<file path="src/rtl/datapath_bus.sv">
// Register-and-bus datapath: PC, AR, IR, AC, R, R1-R4, shared bus and ALU.
// Executes the one-hot strobes issued each cycle by the control FSM.
module datapath_bus #(
  parameter int DW  = 16,
  parameter int OPW = 6
) (
  input  logic          clk,
  input  logic          rst_n,
  input  logic [3:0]    read_en,
  input  logic [15:0]   write_en,
  input  logic [15:0]   inc_en,
  input  logic [15:0]   clr_en,
  input  logic [2:0]    alu_op,
  output logic [DW-1:0] im_addr,
  input  logic [DW-1:0] im_rdata,
  output logic [DW-1:0] dm_addr,
  input  logic [DW-1:0] dm_rdata,
  output logic [DW-1:0] dm_wdata,
  output logic          dm_we,
  output logic [OPW-1:0] instruction,
  output logic [DW-1:0] z,
  output logic [DW-1:0] bus
);

  logic [DW-1:0] pc, ar, ir, ac, r;
  logic [DW-1:0] r1, r2, r3, r4;
  logic [DW-1:0] alu;
  logic          unused_strobes;

  always_comb begin
    bus = '0;
    case (read_en)
      4'd1:    bus = pc;
      4'd2:    bus = ar;
      4'd4:    bus = ir >> OPW;
      4'd5:    bus = ac;
      4'd6:    bus = r;
      4'd7:    bus = r1;
      4'd8:    bus = r2;
      4'd9:    bus = r3;
      4'd10:   bus = r4;
      4'd12:   bus = dm_rdata;
      4'd13:   bus = im_rdata;
      default: bus = '0;
    endcase
  end

  // Codes 0 and 5-7 fall through to pass-AC.
  always_comb begin
    alu = ac;
    case (alu_op)
      3'd1:    alu = ac + r;
      3'd2:    alu = ac - r;
      3'd3:    alu = ac * r;
      3'd4:    alu = {ac[DW-2:0], 1'b0};
      default: alu = ac;
    endcase
  end

  always_ff @(posedge clk or negedge rst_n) begin
    if (!rst_n) begin
      pc <= '0;
      ar <= '0;
      ir <= '0;
      ac <= '0;
      r  <= '0;
      r1 <= '0;
      r2 <= '0;
      r3 <= '0;
      r4 <= '0;
    end else begin
      if (clr_en[1])        pc <= '0;
      else if (write_en[1]) pc <= bus;
      else if (inc_en[1])   pc <= pc + DW'(1);

      if (clr_en[2])        ar <= '0;
      else if (write_en[2]) ar <= bus;

      if (clr_en[4])         ac <= '0;
      else if (write_en[12]) ac <= alu;
      else if (write_en[4])  ac <= bus;
      else if (inc_en[4])    ac <= ac + DW'(1);

      if (write_en[3])  ir <= bus;
      if (write_en[5])  r  <= bus;
      if (write_en[10]) r1 <= bus;
      if (write_en[9])  r2 <= bus;
      if (write_en[8])  r3 <= bus;
      if (write_en[7])  r4 <= bus;
    end
  end

  assign im_addr     = pc;
  assign dm_addr     = ar;
  assign dm_wdata    = bus;
  assign dm_we       = write_en[11];
  assign instruction = ir[OPW-1:0];
  assign z           = {{(DW-1){1'b0}}, (ac == '0)};

  assign unused_strobes = ^{write_en[15:13], write_en[6],
                            write_en[0], inc_en[15:5],
                            inc_en[3:2], inc_en[0],
                            clr_en[15:5], clr_en[3],
                            clr_en[0]};

endmodule

</file>
<file path="config.mk">
export PLATFORM = sky130hd
export DESIGN_NAME = datapath_bus
export DESIGN_NICKNAME = d
export VERILOG_FILES = /design/src/rtl/datapath_bus.sv
export SDC_FILE = /design/constraint.sdc
export NUM_CORES = 1
export LEC_CHECK = 0
export ABC_CLOCK_PERIOD_IN_PS = 7400
export CAP_MARGIN = 10
export CORE_MARGIN = 1
export CORE_UTILIZATION = 42
export CTS_CLUSTER_DIAMETER = 80
export CTS_CLUSTER_SIZE = 20
export DETAILED_ROUTE_END_ITERATION = 7
export HOLD_SLACK_MARGIN = 0.08
export PLACE_DENSITY = 0.7
export SLEW_MARGIN = 15
export SYNTH_ARGS = -nofsm -noshare
export SYNTH_HDL_FRONTEND = slang
export SYNTH_SLANG_ARGS = --single-unit
</file>
<file path="constraint.sdc">
create_clock -name clk -period 7.4 [get_ports clk]
set_input_delay 1.11 -clock clk [delete_from_list [all_inputs] [get_ports clk]]
set_output_delay 1.11 -clock clk [all_outputs]
set_load 0.02 [all_outputs]
</file>
== Word-level counts from Yosys, hierarchy flattened ==
Cells that the tools add are included.

* Register bits after elaboration: 144
* Logic and storage cells: 46
* Output and inout bits: 87
* Input bits: 89

* Reduce and logical (&&, ||, !) cells: 5
* Multiply operators: 1
* $add $sub $neg: 4
* Eq/ne operators: 16
* Multiplexer cells: 11

{| class="wikitable"
|+ Operators with widths
! kind !! number
|-
| $pmux 16 s11 || 1
|-
| $mux 16 || 9
|-
| $pmux 16 s4 || 1
|-
| $add 16x1->16 const B || 2
|-
| $eq 4x4->1 const B || 5
|-
| $add 16x16->16 || 1
|-
| $eq 4x3->1 const B || 4
|-
| $logic_not 16->1 || 1
|-
| $mul 16x16->16 || 1
|-
| $sub 16x16->16 || 1
|-
| $eq 3x2->1 const B || 2
|-
| $ne 6x1->1 const B || 1
|-
| $eq 4x1->1 const B || 1
|-
| $eq 4x2->1 const B || 1
|-
| $reduce_bool 4->1 || 1
|-
| $eq 3x1->1 const B || 1
|-
| $eq 3x3->1 const B || 1
|-
| $reduce_bool 3->1 || 1
|-
| $reduce_and 2->1 || 1
|-
| $reduce_bool 2->1 || 1
|}

== Depth between registers and ports, before layout ==
Gate-level depths: netlist of run 1.

* Depth after elaboration: 5
* Mapped depth: 22
* Depth with buffers taken out: 21

== Worst setup path after synthesis of run 1 ==
Ideal clock, no wire load.

* Path kind: reg-to-reg
* Start point: register r[2]
* End point: register ac[15]
* Data required time: 7271 ps
* Arrival: 5320 ps
* Path slack: 1951 ps
* Stages on the path, launching flop included: 21
* Period minus slack after synthesis: 5449 ps
* Buffers on the path: 2
* Setup time: 129 ps
* Cells stage by stage: dfrtp_1 clkbuf_1 clkbuf_1 and2_1 fa_1 inv_1 fa_1 inv_1 fa_1 fa_1 inv_1 fa_1 fa_1 xnor2_1 xnor2_1 xnor2_1 xnor2_1 xnor3_1 or3_1 a21oi_1 o31ai_1

* Cells in the longest elaborated chain, start to end: 4
* Elaborated cells on any way between the ends: 6
* Those cells by class: add/sub (2); mul (1); mux (3)

{| class="wikitable"
|+ Ends and longest elaborated chain
! what !! line !! text
|-
| start: declaration || 25 || <nowiki>logic [DW-1:0] pc, ar, ir, ac, r;</nowiki>
|-
| start signal: assignment || 85 || <nowiki>if (write_en[5]) r <= bus;</nowiki>
|-
| $mul 16x16->16 (tied with other cells) || 54 || <nowiki>3'd3: alu = ac * r;</nowiki>
|-
| $pmux 16 s4 (*) || 51 || <nowiki>case (alu_op)</nowiki>
|-
| $mux 16 (*) || 80 || <nowiki>else if (write_en[12]) ac <= alu;</nowiki>
|-
| $mux 16 (*) || 79 || <nowiki>if (clr_en[4]) ac <= '0;</nowiki>
|-
| end signal: assignment || 80 ||
|-
| end signal: assignment || 81 || <nowiki>else if (write_en[4]) ac <= bus;</nowiki>
|-
| end signal: assignment || 82 || <nowiki>else if (inc_en[4]) ac <= ac + DW'(1);</nowiki>
|-
| end: declaration || 25 ||
|}

Every way passes the cells marked *; elsewhere a longest branch is shown, timed or not.
A chain may end at the register's enable or synchronous reset.

== Worst setup path in the final report of run 1 ==
Same ends and word-level chain as after synthesis.

==> results of run 1 <==
## how the worst max path moves through the flow
| stage | cells past startpoint | startpoint | to |
|---|---|---|---|
| 6_report | 18 | r[2]$_DFFE_PN0P_ | ac[15]$_DFFE_PN0P_ |
| 5_1_grt | 18 | r[2]$_DFFE_PN0P_ | ac[14]$_DFFE_PN0P_ |
| 3_5_place_dp | 18 | r[1]$_DFFE_PN0P_ | ac[15]$_DFFE_PN0P_ |
| 3_3_place_gp | 18 | r[1]$_DFFE_PN0P_ | ac[14]$_DFFE_PN0P_ |
| 4_1_cts | 18 | r[1]$_DFFE_PN0P_ | ac[15]$_DFFE_PN0P_ |
| 2_1_floorplan | 20 | r[2]$_DFFE_PN0P_ | ac[15]$_DFFE_PN0P_ |
## flip-flops by register name, indices dropped and copies added, names as in the netlist
| register | cells |
|---|---|
| ir | 16 |
| r2 | 16 |
| r4 | 16 |
| ac | 16 |
| r | 16 |
| im_addr | 16 |
| r3 | 16 |
| dm_addr | 16 |
| r1 | 16 |
## through the flow
step	hold WS, ns	area (µm²)	utilization	setup WS (ns)
2_1_floorplan	0.4897	12900	-	1.951
6_report	0.5307	14770	0.4945	1.373
3_3_place_gp	0.5076	14180	0.4748	1.501
3_5_place_dp	0.5218	14180	0.4748	1.434
5_1_grt	0.5412	14770	0.4945	1.132
4_1_cts	0.5332	14790	0.4950	1.380
## report_power, final
group          internal (mW)  switching (mW)
Clock                  0.534           0.357
Combinational           1.02            1.30
Sequential             0.887           0.190
## area by class of cell
cell class              count  area, µm²  area share
clock buffers              17      425.4     0.02880
well taps                 390      488.0     0.03303
flip-flops and latches    144       3603      0.2439
inverters                 141      529.3     0.03583
multi-input cells        1084       8038      0.5441
repair buffers            161       1510      0.1022
clock inverters            14      177.7     0.01203
## logic make-up (layout without fill, tap and decap cells)
group,Yosys count,count (layout)
other,1,15
and+or+nand+nor,490,490
adders and majority gates,150,150
xor gates and xnor gates,86,86
buffers and inverters,290,333
AOI/OAI and AO/OA,336,336
DFF,144,144
muxes,7,7
## layer usage
metal	vias up	global-route usage	routed length, µm
met4	0	0.1483	2251
met5	-	0	0
met2	659	0.4404	19300
met1	5669	0.3513	16090
met3	127	0.05326	3872
li1	5150	-	-
## cells in the mapped netlist, types with 23 or more instances
master,instances
a211oi_1,52
a21oi_1,127
and2_1,66
buf_4,40
clkbuf_1,82
dfrtp_1,144
fa_1,81
ha_1,69
inv_1,140
nand2_1,102
nand3_1,23
nor2_1,199
nor3_1,25
o21ai_0,25
xnor2_1,65
## worst reg2reg max path, delay by kind of cell (launching register included)
kind	cells	cell delay, ns
XOR/XNOR	5	1.10
flip-flops	1	0.76
AND/OR/NAND/NOR	2	0.68
adder cells (fa/ha/maj)	6	2.95
AO/OA/AOI/OAI	2	0.25
buffers and inverters	3	0.16
==> results.sh, run 1 <==
export IMPL_fmax_mhz=165.9
export IMPL_synth_area_leaders="dfrtp_1 (28%), fa_1 (13%), ha_1 (6.7%)"
export IMPL_antenna_left=0
export IMPL_worstReg2RegStart="r[2]$_DFFE_PN0P_"
export IMPL_p_leak_nw=6.551
export IMPL_vias=11610
export IMPL_vias_per_cell=5.948
export IMPL_async_reset_ff_frac=1.000
export IMPL_ys_warn_count=0
export IMPL_n_antenna_cell=0
export IMPL_num_rows=63
export IMPL_layout_drive_gt1_share=0.05766
export IMPL_die_area_um2=31300
export IMPL_cts_resized=0
export IMPL_worst_ep_required_time_ns=7.68
export IMPL_crit_arrival_ns=6.31
export IMPL_min_from="r2[3]$_DFFE_PN0P_"
export IMPL_hold_viol_final=0
export IMPL_numCtsBuffers=17
export IMPL_grt_antenna_before_repair=0
export IMPL_grt_start_max_net_pins=77
export IMPL_worstSetupEndpointType="flop"
export IMPL_cap_viol_max_count=0
export IMPL_tns_ns=0
export IMPL_path_max_fanout=20
export IMPL_hold_end="r2[3]$_DFFE_PN0P_"
export IMPL_slew_viol_final=0
export IMPL_synth_main_ff_cell="dfrtp_1"
export IMPL_routed_wl_um=41520
export IMPL_grt_pass1_vias=11340
export IMPL_numPortBuffers=126
export IMPL_final_common_cell="nor2_1"
export IMPL_skew_ns=0.01319
export IMPL_insertion_delay_ns=0.42
export IMPL_path_buf_inv=3
export IMPL_area_growth_pct=14.96
export IMPL_setup_viol=0
export IMPL_io_pin_count=176
export IMPL_path_delay_family="adder cells"
export IMPL_r2r_cells=18
export IMPL_nets=1788
export IMPL_cellPowerDensity_nw_per_um2=290.2
export IMPL_place_congestion=0.9462
export IMPL_h_tree_depth=4
export IMPL_core_area_um2=29870
export IMPL_crit_type="flop to flop"
export IMPL_vdd_ir_drop_worst_mv=0.2181
export IMPL_yosysTopAreaCellShare=0.2804
export IMPL_cp_common_cell="fa_1"
export IMPL_gr_usage_all_layers=0.2754
export IMPL_min_period_ns=6.027
export IMPL_start_kind="flop"
export IMPL_status="completed"
export IMPL_dieWidth_um=176.9
export IMPL_die_h_um=176.9
export IMPL_ys_seq_area_frac=0.2804
export IMPL_firstDrtPassIters=7
export IMPL_grt_first_pass_wirelength_um=65540
export IMPL_worst_path_max_delay_cell="dfrtp_1"
export IMPL_drtIter0Drc=1112
export IMPL_synth_xor_area_frac=0.05969
export IMPL_initial_utilization=0.4301
export IMPL_crit_path_max_incr_delay_ns=0.76
export IMPL_final_fill_count=2771
export IMPL_instances_no_fill=1951
export IMPL_synth_area_um2=12850
export IMPL_final_cell_mix="nor2_1 (199), dfrtp_1 (144), inv_1 (140)"
export IMPL_cp_cell_sequence="and2_1 -> fa_1 -> inv_1 -> fa_1 -> inv_1 -> fa_1 -> fa_1 -> inv_1 -> fa_1 -> fa_1 -> xnor2_1 -> xnor2_1 -> xnor2_1 -> xnor2_1 -> xnor3_1 -> or3_1 -> a21oi_1 -> o31ai_1"
export IMPL_clkSinkCount=144
export IMPL_root_buffer="clkbuf_16"
export IMPL_fin_crit_sh=0.8144
export IMPL_slew_headroom=0.2271
export IMPL_synth_area_per_cell_um2=8.544
export IMPL_synth_edf_count=0
export IMPL_place_inst=1920
export IMPL_hp_class="flop to flop"
export IMPL_min_path_cells=2
export IMPL_rsz0062_at_grt="false"
export IMPL_synthMuxAreaShare=0.005842
export IMPL_total_power_mw=4.287
export IMPL_grt_overflow_total=0
export IMPL_synthAdderAreaFrac=0.1934
export IMPL_tightest_slew_ns=1.156
export IMPL_synth_top_family_by_area="adder cells"
export IMPL_synth_compound_area_frac=0.1799
export IMPL_synth_seq_cells=144
export IMPL_post_drt_wl_per_cell_um=21.28
export IMPL_synth_cells=1504
export IMPL_regToRegSetupSlack_ns=1.37
export IMPL_synth_simple_area_share=0.1819
export IMPL_drc=0
export IMPL_cts_tree="done"
export IMPL_synthDistinctLibCells=72
export IMPL_clk_pin_slew_ns=0.06
export IMPL_cts_hold_buf=0
export IMPL_clock_path_buffers=2
export IMPL_r2r_end="ac[15]$_DFFE_PN0P_"
export IMPL_yosysTopAreaCell="dfrtp_1"
export IMPL_dp_hpwl_um=30290
export IMPL_cts_setup_buffers=0
No activity file was read; power rests on OpenSTA's default activity.
==> run 2: changes to the inputs <==
ABC_CLOCK_PERIOD_IN_PS = 5300   (was 7400)
PLACE_DENSITY = 0.72   (was 0.7)
clock period = 5.3 ns   (was 7.4 ns; I/O delays follow)
==> run 2 against run 1 <==
  * The run now ends with negative setup slack left
  * Sequential share of layout area down 1.3 points
  * Worst hold slack worse by 0.055 ns
  * Count of clock-buffer cells in the layout up 2
  * Die area unchanged
  * Global-route usage up 0.95 points
  * Sequential power up 30%
  * Maximum frequency up 12%
  * Clock power up 31%
  * Combinational power up 71%
  * Critical path type unchanged
==> results.sh, run 2 (synthesized netlist as in run 1, its figures left out) <==
export IMPL_hold_viol_final=0
export IMPL_clkSinkCount=144
export IMPL_drtIter0Drc=1348
export IMPL_num_rows=63
export IMPL_grt_overflow_total=0
export IMPL_post_drt_wl_per_cell_um=21.30
export IMPL_clock_path_buffers=2
export IMPL_insertion_delay_ns=0.44
export IMPL_tns_ns=-0.05754
export IMPL_fin_crit_sh=1.011
export IMPL_worst_ep_required_time_ns=5.61
export IMPL_routed_wl_um=43520
export IMPL_grt_pass1_vias=11800
export IMPL_total_power_mw=6.535
export IMPL_swShare=0.4311
export IMPL_instances_no_fill=2043
export IMPL_p_int_mw=3.717
export IMPL_slew_viol_final=0
export IMPL_status="finished with violations"
export IMPL_grt_first_pass_wirelength_um=67150
export IMPL_antenna_left=0
export IMPL_multiInputGateArea_um2=8194
export IMPL_fin_util=0.5249
export IMPL_initial_utilization=0.4301
export IMPL_die_h_um=176.9
export IMPL_worstSetupEndpointType="flop"
export IMPL_seq_power_share=0.214
export IMPL_area_growth_pct=22.04
export IMPL_setup_viol=1
export IMPL_regToRegSetupSlack_ns=-0.06
export IMPL_tightest_slew_ns=1.197
export IMPL_final_cell_mix="nor2_1 (198), inv_1 (136), dfrtp_1 (132)"
export IMPL_path_max_fanout=9
export IMPL_violations="negative setup slack"
export IMPL_min_period_ns=5.358
export IMPL_hp_class="input pin to asynchronous set/reset pin"
export IMPL_r2r_end="ac[15]$_DFFE_PN0P_"
export IMPL_gr_usage_all_layers=0.2849
export IMPL_p_comb_frac=0.607
export IMPL_dp_hpwl_um=32440
export IMPL_vias_per_cell=5.826
export IMPL_layout_drive_gt1_share=0.1373
export IMPL_n_antenna_cell=0
export IMPL_h_tree_depth=4
export IMPL_r2r_cells=19
export IMPL_core_area_um2=29870
export IMPL_power_switching_mw=2.817
export IMPL_grt_start_max_net_pins=104
export IMPL_crit_arrival_ns=5.66
export IMPL_dieWidth_um=176.9
export IMPL_clk_pin_slew_ns=0.07
export IMPL_cts_tree="done"
export IMPL_regArea_um2=3618
export IMPL_worstReg2RegStart="r[1]$_DFFE_PN0P_"
export IMPL_rsz0062_at_grt="true"
export IMPL_io_pin_count=176
export IMPL_start_kind="flop"
export IMPL_numPortBuffers=126
export IMPL_grt_antenna_before_repair=0
export IMPL_p_clk_frac=0.179
export IMPL_cap_viol_max_count=0
export IMPL_final_fill_count=2715
export IMPL_crit_type="flop to flop"
export IMPL_root_buffer="clkbuf_16"
export IMPL_nets=1879
export IMPL_die_area_um2=31300
export IMPL_slew_headroom=0.1995
export IMPL_p_leak_nw=7.013
export IMPL_firstDrtPassIters=8
export IMPL_vias=11900
export IMPL_drc=0
export IMPL_skew_ns=0.01266
export IMPL_fin_ws_ns=-0.05754
export IMPL_vdd_ir_drop_worst_mv=0.3012
export IMPL_final_common_cell="nor2_1"
export IMPL_place_congestion=0.9732
export IMPL_place_inst=2000
export IMPL_cellPowerDensity_nw_per_um2=416.7
export IMPL_numCtsBuffers=17
export IMPL_fmax_mhz=186.7
## run 2: how the worst max path moves through the flow
stage | slack, ns | cells past startpoint | from | endpoint
after floorplan | -0.0009 | 20 | r[1]$_DFFE_PN0P_ | ac[15]$_DFFE_PN0P_
after global placement | -0.18 | 18 | ac[6]$_DFFE_PN0P_ | ac[15]$_DFFE_PN0P_
after detailed placement | -0.22 | 18 | ac[6]$_DFFE_PN0P_ | ac[13]$_DFFE_PN0P_
after CTS | -0.03 | 18 | ac[6]$_DFFE_PN0P_ | ac[15]$_DFFE_PN0P_
after global routing | -0.25 | 18 | r[1]$_DFFE_PN0P_ | ac[15]$_DFFE_PN0P_
final | -0.06 | 19 | r[1]$_DFFE_PN0P_ | ac[15]$_DFFE_PN0P_
## run 2: worst max-delay path, cell delays in order (launching register included)
cell,delay [ns]
dfrtp_2,0.43
buf_4,0.15
buf_12,0.13
nand2_1,0.07
fa_1,0.44
fa_1,0.56
inv_1,0.05
fa_1,0.37
fa_1,0.49
inv_1,0.05
fa_1,0.50
fa_2,0.41
xnor2_2,0.16
xnor2_1,0.19
xnor2_1,0.15
xnor2_1,0.16
xnor3_2,0.32
or3_4,0.39
a21oi_2,0.14
o31ai_1,0.08
## run 2: stage by stage
| stage | hold WS, ns | instance area [µm²] | setup slack, ns |
|---|---|---|---|
| floorplan | 0.4897 | 12910 | -0.0008962 |
| global placement | 0.5094 | 14850 | -0.1766 |
| detailed placement | 0.5187 | 14850 | -0.2222 |
| CTS | 0.5288 | 15470 | -0.02532 |
| global route | 0.5512 | 15680 | -0.2504 |
| finish | 0.4754 | 15680 | -0.05754 |
## run 2: area by class of cell
type                    count  share of cell area
clock buffers              19             0.02824
clock inverters            13            0.007899
inverters                 141             0.03375
multi-input cells        1084              0.5225
flip-flops and latches    144              0.2307
well taps                 390             0.03112
repair buffers            252              0.1458
## run 2: power groups by stage
stage	registers, mW	clock network, mW	logic (mW)
after detailed placement	1.42	0	3.62
after floorplan	1.37	0	2.41
final	1.40	1.17	3.97
after global routing	1.41	1.21	4.40
after global placement	1.41	0	3.55
after CTS	1.40	1.17	3.75
## run 2: timing repair
item,in CTS,in global routing
setup endpoints to repair,6,7
buffers inserted,0,11
pin swaps,9,29
hold buffers,0,0
resized for setup,17,38
## run 2: metal layers
| layer | up-vias | GRT usage | part of all wire |
|---|---|---|---|
| li1 | 5316 | - | - |
| met1 | 5842 | 0.3737 | 0.40 |
| met2 | 631 | 0.4636 | 0.47 |
| met3 | 113 | 0.04081 | 0.083 |
| met4 | 0 | 0.1322 | 0.043 |
| met5 | - | 0 | 0 |
==> run 3: changes to the inputs <==
TNS_END_PERCENT = 50   (was not set)
==> run 3 against run 2 <==
  * The run still ends with negative setup slack left
  * Wire length is 0.51% lower
  * Setup slack better by 0.037 ns
  * Sequential share of layout area up 0.18 points
  * Clock skew is 0.0012 ns lower
  * Non-clock buffer count fell by 11
  * Critical endpoint unchanged
==> results.sh, run 3 (synthesized netlist as in run 1, its figures left out) <==
export IMPL_status="finished with violations"
export IMPL_violations="negative setup slack"
export IMPL_numPortBuffers=126
export IMPL_clkSinkCount=144
export IMPL_worstSetupEndpointType="flop"
export IMPL_fin_util=0.5208
export IMPL_core_area_um2=29870
export IMPL_slew_headroom=0.1934
export IMPL_slew_viol_final=0
export IMPL_grt_pass1_vias=11790
export IMPL_place_congestion=0.9732
export IMPL_grt_overflow_total=0
export IMPL_grt_first_pass_wirelength_um=67190
export IMPL_final_cell_mix="nor2_1 (198), inv_1 (138), dfrtp_1 (133)"
export IMPL_worst_path_max_delay_cell="fa_1"
export IMPL_tightest_slew_ns=1.206
export IMPL_clk_pin_slew_ns=0.07
export IMPL_swShare=0.4313
export IMPL_fin_crit_sh=1.004
export IMPL_io_pin_count=176
export IMPL_num_rows=63
export IMPL_final_common_cell="nor2_1"
export IMPL_crit_arrival_ns=5.63
export IMPL_gr_usage_all_layers=0.2850
export IMPL_hold_slack_ns=0.4505
export IMPL_path_max_fanout=3
export IMPL_cellPowerDensity_nw_per_um2=416.7
export IMPL_p_comb_frac=0.602
export IMPL_layout_drive_gt1_share=0.1261
export IMPL_cp_common_cell="fa_1"
export IMPL_vias_per_cell=5.812
export IMPL_p_leak_nw=6.952
export IMPL_skew_ns=0.01150
export IMPL_area_growth_pct=21.08
export IMPL_vdd_ir_drop_worst_mv=0.3023
export IMPL_total_power_mw=6.483
export IMPL_worst_ep_required_time_ns=5.61
export IMPL_power_switching_mw=2.796
export IMPL_die_area_um2=31300
export IMPL_drc=0
export IMPL_grt_start_max_net_pins=104
export IMPL_dieWidth_um=176.9
export IMPL_cp_cell_sequence="and2_4 -> fa_1 -> inv_2 -> fa_1 -> inv_2 -> fa_1 -> fa_1 -> inv_1 -> fa_1 -> fa_2 -> xnor2_2 -> xnor2_1 -> xnor2_1 -> xnor2_1 -> xnor3_2 -> or3_1 -> a21oi_2 -> o31ai_1"
export IMPL_post_place_ws_ns=-0.2222
export IMPL_seq_power_share=0.217
export IMPL_fin_ws_ns=-0.02087
export IMPL_grt_antenna_before_repair=0
export IMPL_dp_hpwl_um=32440
export IMPL_root_buffer="clkbuf_16"
export IMPL_vias=11810
export IMPL_p_clk_frac=0.180
export IMPL_place_area_um2=14850
export IMPL_cap_viol_max_count=0
export IMPL_insertion_delay_ns=0.44
export IMPL_hold_viol_final=0
export IMPL_drtIter0Drc=1448
export IMPL_initial_utilization=0.4301
export IMPL_nets=1868
export IMPL_n_antenna_cell=0
export IMPL_fmax_mhz=187.9
export IMPL_die_h_um=176.9
export IMPL_final_cell_area_um2=15560
export IMPL_start_kind="flop"
export IMPL_firstDrtPassIters=6
export IMPL_min_period_ns=5.321
export IMPL_setup_viol=1
export IMPL_cts_setup_buffers=0
export IMPL_cts_tree="done"
export IMPL_post_drt_wl_per_cell_um=21.31
export IMPL_rsz0062_at_grt="true"
export IMPL_crit_path_max_incr_delay_ns=0.56
export IMPL_crit_type="flop to flop"
export IMPL_clock_path_buffers=2
export IMPL_routed_wl_um=43300
export IMPL_antenna_left=0
export IMPL_h_tree_depth=4
export IMPL_hp_class="input pin to asynchronous set/reset pin"
export IMPL_p_int_mw=3.687
export IMPL_numCtsBuffers=17
## run 3: cell count changes in the layout (fill, tap and decap cells not counted), moves of 2 or more
cell     delta
buf_4       -9
inv_1       +2
inv_2       -2
nand2_1     +2
nand2_2     -2
## run 3: critical path: cells and delay by family (launching register included)
kind	cells	cell delay [ns]
buffers and inverters	3	0.14
flip-flops	1	0.44
adder cells (fa/ha/maj)	6	2.96
AND/OR/NAND/NOR	2	0.49
AO/OA/AOI/OAI	2	0.20
XOR/XNOR	5	0.97
## run 3: path summary, 6_finish.rpt
kind | startpoint | end | slack, ns | depth (start not counted)
setup / recovery | r[1]$_DFFE_PN0P_ | ac[15]$_DFFE_PN0P_ | -0.02 | 18
hold / removal | rst_n | r4[3]$_DFFE_PN0P_ | 0.45 | 1
setup reg to reg | r[1]$_DFFE_PN0P_ | ac[15]$_DFFE_PN0P_ | -0.02 | 18
hold reg to reg | r1[15]$_DFFE_PN0P_ | r1[15]$_DFFE_PN0P_ | 0.53 | 2
max in group asynchronous | rst_n | r[3]$_DFFE_PN0P_ | 3.62 | 2
min in group clk | r1[15]$_DFFE_PN0P_ | r1[15]$_DFFE_PN0P_ | 0.53 | 2
## run 3: layout make-up
type	instances	area, µm²
Fill cell	2719	14320
Inverter	141	529.3
Clock buffer	19	442.9
Tap cell	390	488.0
Sequential cell	144	3617
Multi-Input combinational cell	1084	8170
Clock inverter	13	123.9
Timing Repair Buffer	241	2187
## run 3: layer usage
metal,track usage,part of all wire
met4,0.1307,0.043
met2,0.4642,0.47
met3,0.04081,0.076
met1,0.3741,0.41
met5,0,0
## run 3: power by group through the flow
stage               Combinational (mW)  Clock (mW)  Sequential, mW
floorplan                         2.41           0            1.37
global placement                  3.55           0            1.41
detailed placement                3.62           0            1.42
CTS                               3.76        1.17            1.40
global route                      4.33        1.21            1.42
finish                            3.90        1.17            1.41
## run 3: repair_timing
action	in CTS	in global routing
setup endpoints to repair	6	7
pin swaps	9	2
hold endpoints to repair	0	0
gates resized for setup	20	25
hold buffers	0	0
## run 3: metrics by stage
step / TNS [ns] / instances
floorplan: -0.0008962 / 1518
global placement: -0.5796 / 2000
detailed placement: -0.7174 / 2000
CTS: -0.0008020 / 2032
global route: -0.4968 / 2032
finish: -0.02087 / 2032
